File: src/rtl/pulse_meter_pkg.sv
// Shared types and helpers for the pulse period meter and its edge detector.
package pulse_meter_pkg;

  typedef enum logic [1:0] {
    StIdle,
    StMeasure,
    StOverflow
  } state_e;

  localparam int unsigned AvgDepth = 4;

  // All-ones value of a counter of the given width.
  function automatic int unsigned cnt_max(int unsigned width);
    return (width >= 32) ? 32'hffff_ffff : ((32'd1 << width) - 32'd1);
  endfunction

endpackage

File: src/rtl/sync_edge_detect.sv
// Multi-flop synchronizer for an asynchronous input with a one-cycle rising-edge pulse.
module sync_edge_detect #(
  parameter int unsigned SYNC_STAGES = 2
) (
  input  logic clk,
  input  logic rst_n,
  input  logic sig_in,
  output logic sig_sync,
  output logic sig_rise
);

  logic [SYNC_STAGES-1:0] sync_q;
  logic                   hist_q;

  always_ff @(posedge clk or negedge rst_n) begin
    if (!rst_n) begin
      sync_q <= '0;
      hist_q <= 1'b0;
    end else begin
      sync_q <= {sync_q[SYNC_STAGES-2:0], sig_in};
      hist_q <= sync_q[SYNC_STAGES-1];
    end
  end

  assign sig_sync = sync_q[SYNC_STAGES-1];
  assign sig_rise = sig_sync & ~hist_q;

endmodule

File: src/rtl/pulse_period_meter.sv
// Measures the period of an asynchronous input in clk cycles between rising edges.
// Define PULSE_PERIOD_AVG_EN to report a 4-period running average instead of raw periods.
module pulse_period_meter
  import pulse_meter_pkg::*;
#(
  parameter int unsigned CNT_W       = 16,
  parameter int unsigned SYNC_STAGES = 2
) (
  input  logic             clk,
  input  logic             rst_n,
  input  logic             ena,
  input  logic             sig_in,
  output logic [CNT_W-1:0] period,
  output logic             period_valid,
  output logic             overflow,
  output logic             busy
);

  localparam logic [CNT_W-1:0] CntMax = CNT_W'(cnt_max(CNT_W));
  localparam logic [CNT_W-1:0] CntOne = CNT_W'(1);

  logic sig_sync;
  logic sig_rise;
  logic rise;

  sync_edge_detect #(
    .SYNC_STAGES(SYNC_STAGES)
  ) u_sync (
    .clk     (clk),
    .rst_n   (rst_n),
    .sig_in  (sig_in),
    .sig_sync(sig_sync),
    .sig_rise(sig_rise)
  );

  // A rise always implies the synchronized level is high; qualifying keeps both outputs in use.
  assign rise = sig_rise & sig_sync;

  state_e           state_q;
  logic [CNT_W-1:0] cnt_q;
  logic [CNT_W-1:0] raw_period_q;
  logic             raw_valid_q;
  logic             overflow_q;

  always_ff @(posedge clk or negedge rst_n) begin
    if (!rst_n) begin
      state_q      <= StIdle;
      cnt_q        <= '0;
      raw_period_q <= '0;
      raw_valid_q  <= 1'b0;
      overflow_q   <= 1'b0;
    end else begin
      raw_valid_q <= 1'b0;
      if (!ena) begin
        state_q    <= StIdle;
        cnt_q      <= '0;
        overflow_q <= 1'b0;
      end else begin
        unique case (state_q)
          StIdle: begin
            if (rise) begin
              cnt_q   <= CntOne;
              state_q <= StMeasure;
            end
          end
          StMeasure: begin
            // An edge on the saturating cycle still reports CntMax as a valid period.
            if (rise) begin
              raw_period_q <= cnt_q;
              raw_valid_q  <= 1'b1;
              overflow_q   <= 1'b0;
              cnt_q        <= CntOne;
            end else if (cnt_q == CntMax) begin
              overflow_q <= 1'b1;
              state_q    <= StOverflow;
            end else begin
              cnt_q <= cnt_q + CntOne;
            end
          end
          StOverflow: begin
            if (rise) begin
              cnt_q   <= CntOne;
              state_q <= StMeasure;
            end
          end
          default: state_q <= StIdle;
        endcase
      end
    end
  end

  assign overflow = overflow_q;
  assign busy     = (state_q == StMeasure);

`ifdef PULSE_PERIOD_AVG_EN
  localparam int unsigned SumW = CNT_W + 2;

  logic [CNT_W-1:0] hist_q [AvgDepth];
  logic [SumW-1:0]  sum_q;
  logic [SumW-1:0]  sum_d;
  logic [2:0]       fill_q;
  logic [CNT_W-1:0] avg_q;
  logic             avg_valid_q;

  always_comb begin
    sum_d = sum_q + SumW'(raw_period_q) - SumW'(hist_q[AvgDepth-1]);
  end

  always_ff @(posedge clk or negedge rst_n) begin
    if (!rst_n) begin
      for (int i = 0; i < AvgDepth; i++) hist_q[i] <= '0;
      sum_q       <= '0;
      fill_q      <= '0;
      avg_q       <= '0;
      avg_valid_q <= 1'b0;
    end else if (!ena || state_q != StMeasure) begin
      // History restarts on every exit from idle or overflow; the last average is kept.
      for (int i = 0; i < AvgDepth; i++) hist_q[i] <= '0;
      sum_q       <= '0;
      fill_q      <= '0;
      avg_valid_q <= 1'b0;
    end else begin
      avg_valid_q <= 1'b0;
      if (raw_valid_q) begin
        hist_q[0] <= raw_period_q;
        for (int i = 1; i < AvgDepth; i++) hist_q[i] <= hist_q[i-1];
        sum_q <= sum_d;
        if (fill_q != 3'(AvgDepth)) fill_q <= fill_q + 3'd1;
        if (fill_q >= 3'(AvgDepth - 1)) begin
          avg_q       <= sum_d[SumW-1:2];
          avg_valid_q <= 1'b1;
        end
      end
    end
  end

  assign period       = avg_q;
  assign period_valid = avg_valid_q;
`else
  assign period       = raw_period_q;
  assign period_valid = raw_valid_q;
`endif

endmodule

File: config.mk
export PLATFORM = sky130hd
export DESIGN_NAME = pulse_period_meter
export DESIGN_NICKNAME = d
export VERILOG_FILES = /design/src/rtl/pulse_meter_pkg.sv /design/src/rtl/sync_edge_detect.sv /design/src/rtl/pulse_period_meter.sv
export SDC_FILE = /design/constraint.sdc
export NUM_CORES = 1
export LEC_CHECK = 0
export BUFFER_PORTS_ARGS = -buffer_cell sky130_fd_sc_hd__clkbuf_2
export CORE_MARGIN = 2
export CORE_UTILIZATION = 61
export DETAILED_ROUTE_END_ITERATION = 12
export GPL_TIMING_DRIVEN = 0
export PLACE_DENSITY = 0.82
export SETUP_SLACK_MARGIN = 0.15
export SYNTH_ARGS = -nofsm -noshare
export SYNTH_HDL_FRONTEND = slang
export SYNTH_SLANG_ARGS = --single-unit
File: constraint.sdc
create_clock -name clk -period 6 [get_ports clk]
set_clock_uncertainty 0.2 [all_clocks]
set_input_delay 0.3 -clock clk [delete_from_list [all_inputs] [get_ports clk]]
set_output_delay 0.3 -clock clk [all_outputs]
set_load 0.02 [all_outputs]
==> flow_metrics.env <==
export IMPL_report_final_slew_viol_count=0
export IMPL_detailedPlace_worstSlack_ns=3.64
export IMPL_syn_to_final_growth_pct=13.6
export IMPL_power_density_nw_per_um2=232
export IMPL_synth_area_top_cells="dfrtp_1 53%, mux2_2 9.2%, a31oi_1 4.1%"
export IMPL_drive_above_1_share=0.273
export IMPL_via_count=1454
export IMPL_dp_hpwl_mm=2.64
export IMPL_layout_setup_ws_ns=3.62
export IMPL_crit_start="cnt_q[0]"
export IMPL_grt_use_total=0.252
export IMPL_antenna_found_initial=0
export IMPL_nets=202
export IMPL_synth_area_um2=1840
export IMPL_timing_rr_start="cnt_q[0]"
export IMPL_tightest_slew_ns=1.10
export IMPL_rsz0062_at_grt="no"
export IMPL_violations="design-rule violations"
export IMPL_ys_flop_type="dfrtp_1"
export IMPL_num_io_pins=23
export IMPL_row_count=19
export IMPL_start_util=0.655
export IMPL_p_int_uw=377
export IMPL_antennaDiodeCount=0
export IMPL_synth_top_area_cell="dfrtp_1"
export IMPL_slew_headroom=0.264
export IMPL_placed_cells=219
export IMPL_avgViaCountPerCell=6.35
export IMPL_drt_initial_drc_count=60
export IMPL_die_x_um=58.9
export IMPL_worst_ep_arrival_time_ns=2.40
export IMPL_power_total_uw=485
export IMPL_status="finished, violations left"
export IMPL_cts_buffers=5
export IMPL_cts_resized=0
export IMPL_ys_types=40
export IMPL_grt_overflow=0
export IMPL_first_global_vias=1421
export IMPL_maxCapViolCount=0
export IMPL_setup_viol=0
export IMPL_async_reset_ff_frac=1.00
export IMPL_grt_pass1_wl_mm=6.57
export IMPL_wl_per_cell_um=16.4
export IMPL_die_h_um=58.9
export IMPL_h_tree_depth=2
export IMPL_syn_nets=172
export IMPL_ys_seq_elements=39
export IMPL_p_sw_uw=108
export IMPL_ys_warnings_count=0
export IMPL_hold_viol_final=0
export IMPL_avgSynthCellArea_um2=11.0
export IMPL_sw_frac_of_total=0.223
export IMPL_fin_crit_sh=0.397
export IMPL_ys_seq_area_frac=0.531
export IMPL_crit_required_ns=6.01
export IMPL_core_area_um2=2810
export IMPL_cts_root_buf="clkbuf_4"
export IMPL_holdPathStages=3
export IMPL_clk_path_buf_depth=2
export IMPL_insertion_delay_ns=0.33
export IMPL_seqPwrFrac=0.557
export IMPL_final_cells=229
export IMPL_grt_max_degree=40
export IMPL_p_clk_frac=0.374
export IMPL_cp_end_kind="flop"
export IMPL_worstRegToRegCells=6
export IMPL_clk_pin_slew_ns=0.12
export IMPL_critPathLaunchType="flop"
export IMPL_synth_edf_count=0
export IMPL_worstSetupPathType="flop to flop"
export IMPL_peakVddDrop_uv=234
export IMPL_multiInputGateArea_um2=805
export IMPL_power_frac_comb=0.069
export IMPL_first_pass_iters=11
export IMPL_layout_min_cycle_time_ns=2.38
export IMPL_synthesis_instances=167
export IMPL_n_fill_cell=198
export IMPL_register_area_um2=976
export IMPL_wl_mm=3.76
export IMPL_hold_path_startpoint="ena"
export IMPL_synth_top_area_share=0.531
export IMPL_final_util=0.744
export IMPL_fmax_mhz=419
export IMPL_cts_tree="yes"
export IMPL_tns_ns=0
export IMPL_place_gp_congestion=0.899
export IMPL_cts_sinks=39
export IMPL_postRouteAntennaNets=0
export IMPL_numPortBuffers=21
export IMPL_worstPathMaxFanout=10
export IMPL_p_leak_nw=0.997
export IMPL_min_path_type="input port to flop"
export IMPL_drc=3
export IMPL_die_area_um2=3470
==> cells in the final DEF (no fill, tap or decap), types with 2 or more instances in the layout <==
master and n:
dfrtp_1 39, clkbuf_2 22, mux2_2 15, a31oi_1 12
nand2_1 10, a21oi_1 9, nand3_1 6, nand4_1 6
nor2_1 6, nor3_1 6, o21ai_0 5, o21a_1 5
clkbuf_4 5, inv_1 4, and3_1 4, buf_2 3
nand2b_1 3, clkbuf_1 3, nor4_1 3, a211oi_1 3
nor2b_1 2, a21boi_0 2, a2bb2oi_1 2, dlygate4sd3_1 2
==> per-layer routing <==
layer	global-route usage	part of all wire	vias up	wire length, um
met4	0.0909	0.017	0	64
met1	0.350	0.44	691	1640
met3	0.0571	0.063	8	237
li1	-	-	692	-
met2	0.392	0.48	63	1820
met5	0	0	-	0
==> worst max-delay path, stage by stage, from the launching register on <==
cell and delay (ns):
dfrtp_1 0.48, ha_1 0.25, nand3_2 0.17, or4_1 0.59, buf_2 0.21, a211oi_1 0.28, a211oi_1 0.09
==> logic make-up after synthesis <==
family | Yosys count | share of synthesized area
AO/OA/AOI/OAI | 46 | 0.169
buffers and inverters | 12 | 0.0313
multiplexers | 16 | 0.0973
flip-flops | 39 | 0.531
adder cells (fa/ha/maj) | 1 | 0.00681
AND/OR/NAND/NOR | 53 | 0.164
==> synthesized netlist by cell type (3+ instances only) <==
master,instances
a211oi_1,3
a21oi_1,9
a31oi_1,12
and3_1,4
buf_2,3
clkbuf_1,3
dfrtp_1,39
inv_1,4
mux2_2,15
nand2_1,10
nand2b_1,3
nand3_1,6
nand4_1,6
nor2_1,6
nor3_1,6
nor4_1,3
o21a_1,5
o21ai_0,5
==> through the flow <==
step | hold WS (ns) | cell area (um^2)
after floorplan | -0.196 | 1840
after global placement | 0.141 | 1980
after detailed placement | 0.136 | 1980
after CTS | 0.0983 | 2090
after global routing | 0.126 | 2090
final | 0.0984 | 2090
==> power groups by stage <==
stage                     Clock (mW)  Combinational (mW)  Sequential [mW]
after global placement             0              0.0314            0.275
after floorplan                    0              0.0182            0.277
final                          0.181              0.0333            0.270
after detailed placement           0              0.0326            0.275
after global routing           0.194              0.0374            0.271
after CTS                      0.184              0.0336            0.270
==> registers in the layout (all words and copies together), names as in the netlist <==
| signal | cells |
|---|---|
| state_q | 2 |
| u_sync.hist_q | 1 |
| u_sync.sync_q | 2 |
| overflow | 1 |
| period_valid | 1 |
| period | 16 |
| cnt_q | 16 |
==> timing repair <==
item	4_1_cts	5_1_grt
hold buffers	2	0
endpoints found under the setup margin	0	0
hold endpoints to repair	40	0
setup buffers	0	0
==> path summary, 6_finish.rpt <==
kind	to	slack, ns
max	cnt_q[0]	3.62
min	state_q[0]	0.1
max reg2reg	cnt_q[0]	3.62
min reg2reg	u_sync.sync_q[1]	0.17
max in group asynchronous	period[8]	4.60
min in group asynchronous	period[4]	0.43
==> area by class of cell <==
type,count,share of cell area
flip-flops and latches,39,0.467
multi-input cells,116,0.385
repair buffers,23,0.0599
clock buffers,6,0.0246
plain buffers,8,0.0204
well taps,31,0.0186
clock inverters,2,0.0168
inverters,4,0.00719
Power figures use the tool's default switching activity.
